<file path="src/rtl/major_state_seq_pkg.sv">
// Shared definitions for the major-state sequencer.
//  - 4-bit state codes: Fetch 0-3, Defer 4-7, Execute 8-11, Halt 12-15.
//    state[3:2] is the major state and state[1:0] is the phase.
//  - Opcode values for instruction[0:2], the {op,ind} patterns for JMP, and the HLT mask.
package major_state_seq_pkg;

   typedef enum logic [3:0] {
      ST_F0 = 4'd0,  ST_F1 = 4'd1,  ST_F2 = 4'd2,  ST_F3 = 4'd3,
      ST_D0 = 4'd4,  ST_D1 = 4'd5,  ST_D2 = 4'd6,  ST_D3 = 4'd7,
      ST_E0 = 4'd8,  ST_E1 = 4'd9,  ST_E2 = 4'd10, ST_E3 = 4'd11,
      ST_H0 = 4'd12, ST_H1 = 4'd13, ST_H2 = 4'd14, ST_H3 = 4'd15
   } state_e;

   typedef enum logic [1:0] {
      MAJ_F = 2'd0, MAJ_D = 2'd1, MAJ_E = 2'd2, MAJ_H = 2'd3
   } major_e;

   // Where a major state goes after its phase 3.
   typedef enum logic [1:0] {
      NXT_DEFER = 2'd0, NXT_EXEC = 2'd1, NXT_BOUND = 2'd2
   } next_e;

   localparam logic [2:0] OP_AND = 3'd0;
   localparam logic [2:0] OP_TAD = 3'd1;
   localparam logic [2:0] OP_ISZ = 3'd2;
   localparam logic [2:0] OP_DCA = 3'd3;
   localparam logic [2:0] OP_JMS = 3'd4;
   localparam logic [2:0] OP_JMP = 3'd5;
   localparam logic [2:0] OP_IOT = 3'd6;
   localparam logic [2:0] OP_OPR = 3'd7;

   // {op, ind}
   localparam logic [3:0] JMPD = 4'b1010;
   localparam logic [3:0] JMPI = 4'b1011;

   // Group-2 OPR with HLT: op 7, bit3=1, bit10=1, bit11=0.
   localparam logic [0:11] HLT_MASK  = 12'o7403;
   localparam logic [0:11] HLT_MATCH = 12'o7402;

endpackage

</file>
<file path="src/rtl/major_state_seq_next_major_dec.sv">
// next_major_dec: pure combinational decode of the instruction register.
//  major       in   2   current major state (F/D/E/H)
//  instruction in   12  [0:11] IR contents, bit 0 is the MSB
//  nxt         out  2   destination after phase 3: defer, execute or boundary
//  is_hlt      out  1   instruction is a HLT-class operate
// Only meaningful while the sequencer sits in phase 3.
module next_major_dec
   import major_state_seq_pkg::*;
(
   input  logic [1:0]  major,
   input  logic [0:11] instruction,
   output next_e       nxt,
   output logic        is_hlt
);

   logic [2:0] op;
   logic       ind;

   assign op     = instruction[0:2];
   assign ind    = instruction[3];
   assign is_hlt = (instruction & HLT_MASK) == HLT_MATCH;

   always_comb begin
      nxt = NXT_BOUND;
      case (major)
         MAJ_F: begin
            // Direct JMP completes in fetch; IOT/OPR never touch memory again.
            if ({op, ind} == JMPD)       nxt = NXT_BOUND;
            else if (ind && op <= OP_JMP) nxt = NXT_DEFER;
            else if (!ind && op <= OP_JMS) nxt = NXT_EXEC;
            else                          nxt = NXT_BOUND;
         end
         MAJ_D:   nxt = ({op, ind} == JMPI) ? NXT_BOUND : NXT_EXEC;
         default: nxt = NXT_BOUND;
      endcase
   end

endmodule

</file>
<file path="src/rtl/major_state_seq.sv">
// major_state_seq: major-state / phase sequencer for the PC, MA, AC and memory blocks.
//  clk          in   1   system clock
//  reset        in   1   asynchronous, active-low reset
//  instruction  in   12  [0:11] IR contents, valid from F3 onward
//  mem_busy     in   1   stalls phase 1 of F/D/E
//  halt_sw      in   1   front-panel HALT (level)
//  cont_sw      in   1   front-panel CONT (one-clk pulse)
//  step_sw      in   1   front-panel SINGLE STEP (one-clk pulse)
//  int_req      in   1   OR of device interrupt flags
//  ion          in   1   interrupt enable
//  state        out  4   current major state/phase code
//  run          out  1   not halted
//  instr_done   out  1   high in the cycle an instruction boundary is taken
//  int_ack      out  1   high through F0..F3 of a forced interrupt fetch
module major_state_seq
   import major_state_seq_pkg::*;
#(
   parameter bit HALT_ON_RESET = 1'b0
) (
   input  logic        clk,
   input  logic        reset,
   input  logic [0:11] instruction,
   input  logic        mem_busy,
   input  logic        halt_sw,
   input  logic        cont_sw,
   input  logic        step_sw,
   input  logic        int_req,
   input  logic        ion,
   output logic [3:0]  state,
   output logic        run,
   output logic        instr_done,
   output logic        int_ack
);

   localparam state_e RST_STATE = HALT_ON_RESET ? ST_H0 : ST_F0;

   state_e state_q, state_d;
   logic   run_q, run_d;
   logic   hlt_pend_q, hlt_pend_d;
   logic   step_pend_q, step_pend_d;
   logic   int_ack_q, int_ack_d;
   logic   done_c;

   logic [1:0] major;
   logic [1:0] phase;
   next_e      nxt;
   logic       is_hlt;

   assign major = state_q[3:2];
   assign phase = state_q[1:0];

   next_major_dec u_dec (
      .major       (major),
      .instruction (instruction),
      .nxt         (nxt),
      .is_hlt      (is_hlt)
   );

   always_comb begin
      state_d     = state_q;
      hlt_pend_d  = hlt_pend_q;
      step_pend_d = step_pend_q;
      int_ack_d   = int_ack_q;
      done_c      = 1'b0;

      if (major == MAJ_H) begin
         // H0..H2 run through unconditionally; panel pulses only matter in H3.
         if (phase != 2'd3) begin
            state_d = state_e'(state_q + 4'd1);
         end else if (!halt_sw) begin
            if (cont_sw) begin
               state_d = ST_F0;
            end else if (step_sw) begin
               state_d     = ST_F0;
               step_pend_d = 1'b1;
            end
         end
      end else if (phase == 2'd1 && mem_busy) begin
         state_d = state_q;
      end else if (phase != 2'd3) begin
         state_d = state_e'(state_q + 4'd1);
      end else begin
         if (major == MAJ_F) begin
            int_ack_d = 1'b0;
            if (is_hlt) hlt_pend_d = 1'b1;
         end
         case (nxt)
            NXT_DEFER: state_d = ST_D0;
            NXT_EXEC:  state_d = ST_E0;
            default: begin
               done_c = 1'b1;
               // hlt_pend_d so a HLT decoded in this very F3 halts at once.
               if (halt_sw || hlt_pend_d || step_pend_q) begin
                  state_d     = ST_H0;
                  hlt_pend_d  = 1'b0;
                  step_pend_d = 1'b0;
               end else begin
                  state_d   = ST_F0;
                  int_ack_d = int_req & ion;
               end
            end
         endcase
      end

      run_d = (state_d[3:2] != MAJ_H);
   end

   always_ff @(posedge clk or negedge reset) begin
      if (!reset) begin
         state_q     <= RST_STATE;
         run_q       <= !HALT_ON_RESET;
         hlt_pend_q  <= 1'b0;
         step_pend_q <= 1'b0;
         int_ack_q   <= 1'b0;
      end else begin
         state_q     <= state_d;
         run_q       <= run_d;
         hlt_pend_q  <= hlt_pend_d;
         step_pend_q <= step_pend_d;
         int_ack_q   <= int_ack_d;
      end
   end

   assign state      = state_q;
   assign run        = run_q;
   assign instr_done = done_c;
   assign int_ack    = int_ack_q;

endmodule

</file>
<file path="config.mk">
export PLATFORM = sky130hd
export DESIGN_NAME = major_state_seq
export DESIGN_NICKNAME = d
export VERILOG_FILES = /design/src/rtl/major_state_seq_pkg.sv /design/src/rtl/major_state_seq_next_major_dec.sv /design/src/rtl/major_state_seq.sv
export SDC_FILE = /design/constraint.sdc
export NUM_CORES = 1
export LEC_CHECK = 0
export ABC_AREA = 1
export BUFFER_PORTS_ARGS = -buffer_cell sky130_fd_sc_hd__buf_2
export CORE_MARGIN = 5
export CORE_UTILIZATION = 35
export CTS_BUF_LIST = sky130_fd_sc_hd__clkbuf_8
export DETAILED_ROUTE_END_ITERATION = 16
export SETUP_SLACK_MARGIN = 0.1
export SLEW_MARGIN = 40
export SYNTH_ARGS = -nofsm -noshare
export SYNTH_HDL_FRONTEND = slang
export SYNTH_SLANG_ARGS = --single-unit
</file>
<file path="constraint.sdc">
create_clock -name clk -period 3.6 [get_ports clk]
set_input_delay 0.36 -clock clk [delete_from_list [all_inputs] [get_ports clk]]
set_output_delay 0.36 -clock clk [all_outputs]
set_load 0.05 [all_outputs]
</file>
==> impl_metrics.xml <==
<?xml version="1.0" encoding="UTF-8"?>
<metrics>
  <group name="global_route">
    <metric name="gr-usage-all-layers" unit="%">11.6</metric>
    <metric name="antenna_found_initial" unit="">0</metric>
    <metric name="gr-total-overflow" unit="">0</metric>
    <metric name="first_pass_grt_wire_length" unit="µm">2300</metric>
    <metric name="first_global_vias" unit="">541</metric>
    <metric name="grt_start_max_net_pins" unit="">9</metric>
  </group>
  <group name="timing">
    <metric name="post-route-worst-setup-slack" unit="ps">1650</metric>
    <metric name="rsz0062_at_grt" unit="">no</metric>
    <metric name="setup_viol_count_final" unit="">0</metric>
    <metric name="timing.final.crit_share" unit="%">54.1</metric>
    <metric name="slew-limit-headroom" unit="%">81.3</metric>
    <metric name="timing.final.crit_period" unit="ps">1950</metric>
    <metric name="hold_viol" unit="">0</metric>
    <metric name="slew_violations" unit="">0</metric>
    <metric name="setup-tns-final" unit="ps">0</metric>
    <metric name="max_freq" unit="MHz">513</metric>
    <metric name="final.setup_skew" unit="ps">5.92</metric>
    <metric name="worst_pin_slew" unit="ps">278</metric>
  </group>
  <group name="clocking">
    <metric name="post_cts_buffers" unit="">0</metric>
    <metric name="tritoncts_buffer_count" unit="">3</metric>
    <metric name="clk_pin_slew_worst_paths" unit="ps">40</metric>
    <metric name="clkSinkCount" unit="">8</metric>
    <metric name="ctsHoldBuffers" unit="">1</metric>
    <metric name="ctsRootBufferMaster" unit="">sky130_fd_sc_hd__clkbuf_8</metric>
    <metric name="clock_tree.buffer_depth" unit="">2</metric>
    <metric name="post_cts_resize_count" unit="">0</metric>
    <metric name="clock_tree.htree_level_count" unit="">1</metric>
    <metric name="worst_skew_pair.late_latency" unit="ps">230</metric>
    <metric name="tritoncts_clock_tree" unit="">done</metric>
  </group>
  <group name="yosys">
    <metric name="synth.avg_cell_area" unit="µm²">6.22</metric>
    <metric name="yosysWarningCount" unit="">0</metric>
    <metric name="synth-seq-cells" unit="">8</metric>
    <metric name="synth.yosys.seq_area_share" unit="%">33.4</metric>
    <metric name="syn_inst" unit="">97</metric>
    <metric name="synthesized_cell_area" unit="µm²">603</metric>
    <metric name="synth_fp_nets" unit="">119</metric>
    <metric name="synth_cell_type_count" unit="">15</metric>
  </group>
  <group name="detailed_routing">
    <metric name="initialDrtViolationCount" unit="">12</metric>
    <metric name="met2WireLength" unit="µm">551</metric>
    <metric name="detailroute.wirelength.met3" unit="µm">52</metric>
    <metric name="remaining_drcs" unit="">0</metric>
    <metric name="antenna_violating_nets_post_route" unit="">0</metric>
    <metric name="wire_per_inst" unit="µm">9.47</metric>
    <metric name="detail_route.wirelength" unit="µm">1320</metric>
    <metric name="top_layer_used" unit="">met4</metric>
    <metric name="detailedRoute.firstPassIterationCount" unit="">4</metric>
    <metric name="routed-via-count" unit="">616</metric>
    <metric name="post_drt_via_cell_ratio" unit="">4.43</metric>
    <metric name="wl_met1" unit="µm">700</metric>
  </group>
  <group name="place">
    <metric name="post-place-ws" unit="ps">1880</metric>
    <metric name="detailed_place_hpwl" unit="µm">1090</metric>
    <metric name="port_buffers" unit="">20</metric>
    <metric name="finalWeightedCongestion" unit="">0.813</metric>
  </group>
  <group name="power_and_ir_drop">
    <metric name="power_switching" unit="µW">409</metric>
    <metric name="fin_total_pwr" unit="µW">752</metric>
    <metric name="swShare" unit="%">54.4</metric>
    <metric name="power_frac_clock" unit="%">14.4</metric>
    <metric name="power_frac_seq" unit="%">23.3</metric>
    <metric name="power_density" unit="nW/µm²">964</metric>
    <metric name="p_leak" unit="µW">0.000441</metric>
    <metric name="internal_power" unit="µW">342</metric>
    <metric name="comb_power_share" unit="%">62.3</metric>
    <metric name="largest_vdd_supply_drop" unit="mV">0.496</metric>
  </group>
  <group name="floorplanning">
    <metric name="core_area" unit="µm²">1690</metric>
    <metric name="num_io_pins" unit="">27</metric>
    <metric name="die_ht" unit="µm">51.5</metric>
    <metric name="die_area" unit="µm²">2650</metric>
    <metric name="die-width" unit="µm">51.5</metric>
    <metric name="initial_core_util" unit="%">35.7</metric>
    <metric name="core.rowCount" unit="">15</metric>
  </group>
  <group name="run_status">
    <metric name="outcome" unit="">finished clean</metric>
  </group>
  <group name="finish">
    <metric name="layout-drive-gt1-share" unit="%">23.8</metric>
    <metric name="final.fill_count" unit="">187</metric>
    <metric name="multiInputGateArea" unit="µm²">338</metric>
    <metric name="layout.nets" unit="">145</metric>
    <metric name="relative_area_change_from_synthesis_to_final_layout" unit="%">29.3</metric>
    <metric name="diodes" unit="">0</metric>
    <metric name="register_area" unit="µm²">201</metric>
  </group>
  <group name="worst_setup_path">
    <metric name="critPathArrivalTime" unit="ps">1590</metric>
    <metric name="setup.worst_path.start_class" unit="">flop</metric>
    <metric name="timing.setup.critical_path_class" unit="">reg -&gt; out</metric>
    <metric name="maximum_net_fanout_on_the_critical_path" unit="">5</metric>
    <metric name="setup.worst_path.end_class" unit="">output port</metric>
    <metric name="endpoint_required_time_on_the_critical_path" unit="ps">3240</metric>
    <metric name="ff2ff_setup_slack" unit="ps">2130</metric>
  </group>
  <group name="hold_path">
    <metric name="worst_hold_path_type" unit="">in -&gt; reg</metric>
  </group>
  <group name="run">
    <metric name="maxCapViolations" unit="">0</metric>
  </group>
</metrics>
-- final timing paths --
kind                                               from                 endpoint  depth (start not counted)
worst max-delay path               state[1]$_DFFE_PN0P_               instr_done                          8
worst min-delay path                                ion      int_ack$_DFFE_PN0P_                          3
worst max register to register     state[1]$_DFFE_PN0P_            run$_DFF_PN1_                          9
worst min register to register  step_pend_q$_DFFE_PN0P_  step_pend_q$_DFFE_PN0P_                          2
max in group asynchronous                         reset            run$_DFF_PN1_                          2
min in group asynchronous                         reset   hlt_pend_q$_DFFE_PN0P_                          2
-- flip-flops by register name, indices dropped and copies added (netlist names) --
register / cells
state: 4
hlt_pend_q: 1
int_ack: 1
run: 1
step_pend_q: 1
-- power groups by stage --
stage                     combinational (µW)  clock (µW)  sequential [µW]
after floorplan                          258           0              285
after global placement                   466           0              176
after detailed placement                 467           0              177
after CTS                                471         113              176
after global routing                     528         118              185
final                                    468         108              175
-- worst max-delay path, cell delays in order (launching register included) --
cell and delay, ps:
sky130_fd_sc_hd__dfrtp_1 400, sky130_fd_sc_hd__inv_1 60, sky130_fd_sc_hd__ha_1 170, sky130_fd_sc_hd__nand2_1 120
sky130_fd_sc_hd__inv_1 50, sky130_fd_sc_hd__nor2_1 110, sky130_fd_sc_hd__nand2_1 90, sky130_fd_sc_hd__nor2_1 100
sky130_fd_sc_hd__buf_2 260
-- stage by stage --
stage	utilization [%]	hold WS, ps	instance area (µm²)	instances
after global routing	46.1	457	779	139
after floorplan	-	64.4	603	97
after detailed placement	42.9	210	724	134
final	46.1	379	779	139
after global placement	42.9	207	724	134
after CTS	46.1	381	779	139
-- logic make-up (layout without fill, tap and decap cells) --
logic type                 count (synthesis)  count (layout)  share of synthesized area [%]
and+or+nand+nor                           54              54                           37.3
buffers and inverters                     17              42                           10.6
AOI/OAI and AO/OA                         16              16                           14.5
DFF                                        8               8                           33.4
adders and majority gates                  2               2                           4.15
-- metal layers --
metal / global-route usage [%] / up-vias
met1: 16.2 / 246
met4: 7.86 / 0
met5: 0 / -
met3: 2.01 / 2
li1: - / 351
met2: 16.1 / 17
-- cells in the final DEF (no fill, tap or decap), drive strengths merged --
cell type     n
dfstp         1
inv          18
nand2        29
nor3          2
a21oi         7
dfrtp         7
nor3b         1
ha            2
dlygate4sd3   1
o21ai         9
buf          20
nand3         5
nor2         17
clkbuf        3
-- final cells by class --
class	instances	share of cell area, %
Tap cell	17	2.73
Clock buffer	3	5.30
Multi-Input combinational cell	72	43.3
Clock inverter	1	0.482
Sequential cell	8	25.8
Timing Repair Buffer	21	14.1
Inverter	17	8.19
-- synth_stat cells (all sizes together) --
cell type | count | share of area (%)
nand2 | 29 | 18
inv | 17 | 11
nor2 | 17 | 11
o21ai | 9 | 7.5
a21oi | 7 | 7.1
dfrtp | 7 | 29
nand3 | 5 | 5.0
ha | 2 | 4.1
nor3 | 2 | 1.7
dfstp | 1 | 4.4
nor3b | 1 | 1.2
Note: power is estimated with default switching activity, not from simulation.
